### config.mk
export PLATFORM = sky130hd
export DESIGN_NAME = fp_to_linear_decoder
export DESIGN_NICKNAME = d
export VERILOG_FILES = /design/src/rtl/fp_pkg.sv /design/src/rtl/fp_to_linear_decoder.sv
export SDC_FILE = /design/constraint.sdc
export NUM_CORES = 1
export LEC_CHECK = 0
export BUFFER_PORTS_ARGS = -buffer_cell sky130_fd_sc_hd__buf_4
export CAP_MARGIN = 0
export CORE_MARGIN = 2
export CORE_UTILIZATION = 55
export DETAILED_ROUTE_END_ITERATION = 16
export HOLD_SLACK_MARGIN = 0.03
export PLACE_DENSITY = 0.77
export SYNTH_ARGS = -nofsm -noshare
export SYNTH_HDL_FRONTEND = slang
export SYNTH_SLANG_ARGS = --single-unit
### constraint.sdc
create_clock -name clk -period 2.7 [get_ports clk]
set_input_delay 0.135 -clock clk [delete_from_list [all_inputs] [get_ports clk]]
set_output_delay 0.135 -clock clk [all_outputs]
set_load 0.05 [all_outputs]
### src/rtl/fp_pkg.sv
// Shared constants and state encoding for the FP-to-linear decoder.
// Word layout: [7] sign, [6:4] exponent, [3:0] significand.
package fp_pkg;

    localparam int unsigned FP_W  = 8;
    localparam int unsigned EXP_W = 3;
    localparam int unsigned SIG_W = 4;
    localparam int unsigned LIN_W = 12;
    localparam int unsigned MAG_W = 11;

    // Bit-field positions inside the FP word
    localparam int unsigned SIGN_BIT = 7;
    localparam int unsigned EXP_MSB  = 6;
    localparam int unsigned EXP_LSB  = 4;
    localparam int unsigned SIG_MSB  = 3;
    localparam int unsigned SIG_LSB  = 0;

    typedef enum logic [1:0] {
        IDLE  = 2'd0,
        SHIFT = 2'd1,
        SIGN  = 2'd2,
        HOLD  = 2'd3
    } state_e;

endpackage

### src/rtl/fp_to_linear_decoder.sv
// Expands an 8-bit FP word (S, E, F) into a 12-bit two's-complement value
// V = (-1)^S * (F << E), shifting one bit per cycle with valid/ready on both
// sides. Optional build macro FP_DECODE_MIDPOINT_EN adds 2^(E-1) for E != 0
// (midpoint of the encoder's truncation interval) by shifting a 1 into the
// LSB on the first SHIFT cycle.
module fp_to_linear_decoder
    import fp_pkg::*;
(
    input  logic             clk,
    input  logic             rst_n,
    input  logic             in_valid,
    output logic             in_ready,
    input  logic [FP_W-1:0]  fp_in,
    output logic             out_valid,
    input  logic             out_ready,
    output logic [LIN_W-1:0] linear_out,
    output logic             busy
);

    localparam logic [EXP_W-1:0] CNT_LAST = EXP_W'(1);
    localparam logic [LIN_W-1:0] LIN_ONE  = LIN_W'(1);

    state_e             state_q;
    logic               sign_q;
    logic [MAG_W-1:0]   mag_q;
    logic [EXP_W-1:0]   cnt_q;
    logic               shift_in;
    logic [LIN_W-1:0]   mag_ext;
    logic [LIN_W-1:0]   signed_val;

`ifdef FP_DECODE_MIDPOINT_EN
    logic               first_q;
    assign shift_in = first_q;
`else
    assign shift_in = 1'b0;
`endif

    // Handshake/status outputs decoded from state; ready is held low while in reset
    always_comb begin
        in_ready = (state_q == IDLE) && rst_n;
        busy     = (state_q != IDLE);
    end

    // Sign application for the SIGN state (negative zero naturally yields zero)
    always_comb begin
        mag_ext    = {1'b0, mag_q};
        signed_val = sign_q ? (~mag_ext + LIN_ONE) : mag_ext;
    end

    // Control FSM with datapath and registered outputs
    always_ff @(posedge clk) begin
        if (!rst_n) begin
            state_q    <= IDLE;
            sign_q     <= 1'b0;
            mag_q      <= '0;
            cnt_q      <= '0;
            out_valid  <= 1'b0;
            linear_out <= '0;
`ifdef FP_DECODE_MIDPOINT_EN
            first_q    <= 1'b0;
`endif
        end else begin
            unique case (state_q)
                IDLE: begin
                    if (in_valid) begin
                        sign_q  <= fp_in[SIGN_BIT];
                        mag_q   <= {{(MAG_W-SIG_W){1'b0}}, fp_in[SIG_MSB:SIG_LSB]};
                        cnt_q   <= fp_in[EXP_MSB:EXP_LSB];
`ifdef FP_DECODE_MIDPOINT_EN
                        first_q <= 1'b1;
`endif
                        state_q <= (fp_in[EXP_MSB:EXP_LSB] != '0) ? SHIFT : SIGN;
                    end
                end
                SHIFT: begin
                    mag_q <= {mag_q[MAG_W-2:0], shift_in};
                    cnt_q <= cnt_q - CNT_LAST;
`ifdef FP_DECODE_MIDPOINT_EN
                    first_q <= 1'b0;
`endif
                    if (cnt_q == CNT_LAST) begin
                        state_q <= SIGN;
                    end
                end
                SIGN: begin
                    linear_out <= signed_val;
                    out_valid  <= 1'b1;
                    state_q    <= HOLD;
                end
                HOLD: begin
                    if (out_ready) begin
                        out_valid <= 1'b0;
                        state_q   <= IDLE;
                    end
                end
                default: state_q <= IDLE;
            endcase
        end
    end

endmodule

; ---- Word-level counts from Yosys, hierarchy flattened
; Index checks and enable logic that the tools add are counted.
[totals]
register_bits = 30
input_bits = 12
wordCells = 38
[classes]
add_sub_neg = 2
n_eq_ne = 7
n_mux = 12
n_bitwise = 1
n_reduce_logical = 10
[ops]
columns = cell, n
row1 = 11-bit case mux with 2 select lines, 1
row2 = 12-bit by 1-bit adder with 12-bit output (second input constant), 1
row3 = 12-bit two-way mux, 1
row4 = 11-bit NOT with 12-bit output, 1
row5 = 11-bit two-way mux, 1
row6 = 2-bit two-way mux, 4
row7 = 2-bit case mux with 4 select lines, 1
row8 = 2-bit inequality test (second input constant), 3
row9 = 3-bit case mux with 2 select lines, 1
row10 = 2-bit AND reduction, 3
row11 = 2-bit nonzero test, 3
row12 = 2-bit equality test (second input constant), 2
row13 = 3-bit by 1-bit equality test with 1-bit output (second input constant), 1
row14 = 3-bit two-way mux, 1
row15 = 3-bit AND reduction, 1
row16 = 3-bit nonzero test, 1
row17 = 3-bit by 1-bit subtractor with 3-bit output (second input constant), 1
row18 = 2-bit by 1-bit equality test with 1-bit output (second input constant), 1
row19 = 2-bit zero test, 1
row20 = 1-bit case mux with 2 select lines, 1
row21 = 1-bit logical AND, 1
row22 = 1-bit two-way mux, 1

; ---- Logic depth before layout (Yosys ltp)
[depth]
depth_word = 4
mapped_depth = 7

; ---- Least setup slack after synthesis
; OpenSTA, ideal clock, no wires.
[synth_timing]
path_type = register to output
startpoint = reg state_q[0]
endpoint = out in_ready
arrival_ps = 1649
required_time_ps = 2565
slack_ps = 916
stages_incl_launch_ff = 5
path_buffers = 0
path_cell_list = dfxtp_1 -> inv_1 -> ha_1 -> inv_1 -> nor2_1
[synth_between]
elab_chain_cells = 2
[synth_lines]
columns = item, line_no
row1 = "start, declared", fp_to_linear_decoder.sv:23  ; state_e state_q;
row2 = "start signal, assigned", fp_to_linear_decoder.sv:72  ; state_q <= (fp_in[EXP_MSB:EXP_LSB] != '0) ? SHIFT : SIGN;
row3 = 2-bit zero test, fp_to_linear_decoder.sv:40  ; in_ready = (state_q == IDLE) && rst_n;
row4 = 1-bit logical AND, fp_to_linear_decoder.sv:40
row5 = "end, declared", fp_to_linear_decoder.sv:12  ; output logic in_ready,
; No other way between the ends.

; ---- Worst setup path in the final report
[layout_timing]
startpoint = reg state_q[1]
endpoint = reg mag_q[5]
[layout_between]
elab_chain_cells = 3
elab_cells_between_ends = 6
[layout_lines]
columns = item, line_no
row1 = 2-bit by 1-bit equality test with 1-bit output / 2-bit zero test (equally long branches), fp_to_linear_decoder.sv:63  ; unique case (state_q)
row2 = 2-bit nonzero test (no line) / 2-bit inequality test (equally long branches), -
row3 = 2-bit AND reduction (no line), -
row4 = "end signal, assigned", fp_to_linear_decoder.sv:67  ; mag_q <= {{(MAG_W-SIG_W){1'b0}}, fp_in[SIG_MSB:SIG_LSB]};
row5 = "end signal, assigned", fp_to_linear_decoder.sv:76  ; mag_q <= {mag_q[MAG_W-2:0], shift_in};
row6 = "end, declared", fp_to_linear_decoder.sv:25  ; logic [MAG_W-1:0] mag_q;
; Several ways; a longest one is shown, not always the timed one.
; A chain may end at the register's enable or synchronous reset.

==> reports/metrics.csv <==
stage;metric;value;unit
setup_path;path_max_fanout;14;
yosys;synth_nets;203;
floorplanning;initial_core_util;57.0;%
hold_path;min_path_type;input port to flop;
floorplanning;ios;27;
outcome;status;finished clean;
drt;drt_iter0_markers;30;
setup_path;crit_arrival;2.11;ns
timing;rsz0062_at_grt;no;
timing;slew_headroom;46.6;%
setup_path;timing.rr.start;state_q[1];
power;clock_power_share;15.6;%
yosys;synthTopCellsByArea;dfxtp_1, ha_1, nor2_1, mux2i_1, a21oi_1;
timing;final-setup-viol-count;0;
placed_design;dpl.hpwl;2.36;mm
power;pwr-share-comb;49.9;%
yosys;synth_common_cells;dfxtp_1, nor2_1, inv_1;
setup_path;worst-setup-path-type;flop to flop;
floorplanning;core-area;0.00271;mm2
clocking;cts_hold_buffers;0;
timing;period_share;70.6;%
yosys;synth-async-reset-ratio;0;%
power;p_per_area;1010;mW/mm2
timing;timing.fmax;525;MHz
setup_path;cp_num_buf_inv;2;
yosys;synth.top_cell.area_share;38.9;%
setup_path;cp-start-kind;flop;
drt;drc;0;
drt;drt-total-wl;3.21;mm
clocking;cts_tree;yes;
cells_and_area;final_core_util;66.9;%
setup_path;worstPathCellList;inv_1 -> ha_1 -> o21ai_0 -> buf_4 -> a22oi_1 -> nor2_1;
floorplanning;die_y;57.0;um
clocking;clock_path_buffers;2;
setup_path;slowest_delay;0.49;ns
power;switching_power;0.828;mW
clocking;htree_levels;2;
timing;worst_slack;0.794;ns
placed_design;port_buffers;26;
drt;wl_met2;1.62;mm
clocking;cts_buffers;5;
drt;top_layer_used;met4;
clocking;clkTransAtPathRegs;0.10;ns
drt;detail-route-antenna-nets;0;
setup_path;critical_path.endpoint_type;flop;
yosys;synth_seq_cells;30;
setup_path;cp-startpoint;state_q[1];
clocking;clock-root-buffer;clkbuf_4;
setup_path;required;2.91;ns
yosys;syn_inst;183;
cells_and_area;nNetsFinal;228;
timing;timing.hold.ws;0.0684;ns
drt;wl_per_cell;13.4;um
floorplanning;die_x;57.0;um
cells_and_area;final_cell_count_no_fill;240;
yosys;synth-edff-count;0;
yosys;netlist_area;0.00155;mm2
timing;fin_setup_tns;0;ns
grt;antenna_found_initial;0;
power;seqPwrFrac;34.5;%
yosys;ys.flop_type;dfxtp_1;
clocking;cts_setup_buffers;0;
clocking;post_cts_resized;0;
floorplanning;std_cell_rows;19;
timing;worst_pin_slew;0.801;ns
yosys;yosys.area.top_type;dfxtp_1;
power;intPower;0.999;mW
placed_design;placed_area;0.00175;mm2
timing;fin_skew;0.0135;ns
yosys;yosys.cell_count.top_type;dfxtp_1;
clocking;cts.sinks;30;
setup_path;crit_slowest_cell;ha_1;
placed_design;pre_cts_slack;0.839;ns
yosys;postSynthAreaPerCell;8.44;um2
placed_design;globalplace.congestion;0.804;
clocking;clock_latency;0.34;ns
floorplanning;dieArea;0.00325;mm2
hold_path;hp-start;fp_in[7];
placed_design;placed_cells;232;
cells_and_area;fin_area;0.00181;mm2
grt;overflow;0;
drt;vias;1353;
timing;slew_violations;0;
grt;grt_pass1_wl;5.58;mm
cells_and_area;antenna_cells;0;
power;power.total;1.83;mW
grt;grt.total_usage;22.1;%
timing;period_needed;1.91;ns
grt;grt_pass1_vias;1265;
cells_and_area;drive_gt1_share;19.1;%
power;p_leak;0.730;nW
drt;met3_length;139;um
yosys;synth_sequential_area_ratio;38.9;%
drt;met1_length;1.41;mm
run;drv_cap;0;
timing;final_hold_viol_count;0;
yosys;yosysWarnings;0;
setup_path;crit_family;compound AO/OA/AOI/OAI gates;
drt;vias_per_cell;5.64;
yosys;yosysUniqueCellTypes;41;
drt;drt_first_pass_iters;4;
power;switching_share;45.3;%
cells_and_area;area_growth;17.3;%
grt;grt_max_degree;25;
power;peakVddDrop;0.622;mV
[flip-flops by register name, summed over array words and instances (netlist names)]
register,flops
out_valid,1
cnt_q,3
state_q,2
sign_q,1
linear_out,12
mag_q,11
[area by class of cell]
| type | instances | area [um2] |
|---|---|---|
| Fill cell | 245 | 897 |
| Multi-Input combinational cell | 129 | 851 |
| Sequential cell | 30 | 601 |
| Timing Repair Buffer | 27 | 203 |
| Inverter | 15 | 56.3 |
| Clock buffer | 6 | 51.3 |
| Tap cell | 31 | 38.8 |
| Clock inverter | 2 | 12.5 |
[final timing paths]
path              endpoint  slack (ns)  cells past startpoint
max               mag_q[5]        0.79                      6
min                 sign_q        0.07                      3
max reg2reg       mag_q[5]        0.79                      6
min reg2reg  linear_out[8]        0.45                      2
[per-layer routing]
| metal | vias to the layer above | global-route usage (%) |
|---|---|---|
| li1 | 689 | - |
| met1 | 627 | 26.4 |
| met2 | 33 | 38.1 |
| met3 | 4 | 6.80 |
| met4 | 0 | 6.98 |
| met5 | - | 0 |
[power by group through the flow]
stage | logic, mW | clock network [mW] | registers [mW]
finish | 0.912 | 0.285 | 0.630
detailed placement | 0.915 | 0 | 0.640
floorplan | 0.597 | 0 | 0.738
CTS | 0.917 | 0.290 | 0.630
global route | 1.01 | 0.318 | 0.643
global placement | 0.882 | 0 | 0.631
[worst min-delay path, stage by stage]
cell	delay [ns]
buf_4	0.11
nand3_1	0.06
a21oi_1	0.06
[kinds of logic after synthesis]
kind of cell	after synthesis	synth area share [%]
mux	8	5.18
xor+xnor	6	3.40
buf+inv	24	6.07
flops	30	38.9
fa+ha+maj	8	6.48
simple gates	57	18.5
compound gates	50	21.5
[placed cells by master, fill, tap and decap left out, types with 2 or more instances in the layout]
cell and n:
a31oi_1 2, mux2i_1 8, a21oi_1 11, o22ai_1 2, o21ai_0 10, buf_4 27, ha_1 8, inv_1 14
nor2b_1 3, nand2_1 10, a211oi_1 5, nand2b_1 4, o21ai_1 2, nand4_1 2, nor2_1 26, a22oi_1 7
dfxtp_1 30, a311oi_1 2, xnor2_1 4, xor2_1 2, nor3_1 2, clkbuf_4 5, nand3b_1 3
Power figures use the tool's default switching activity.
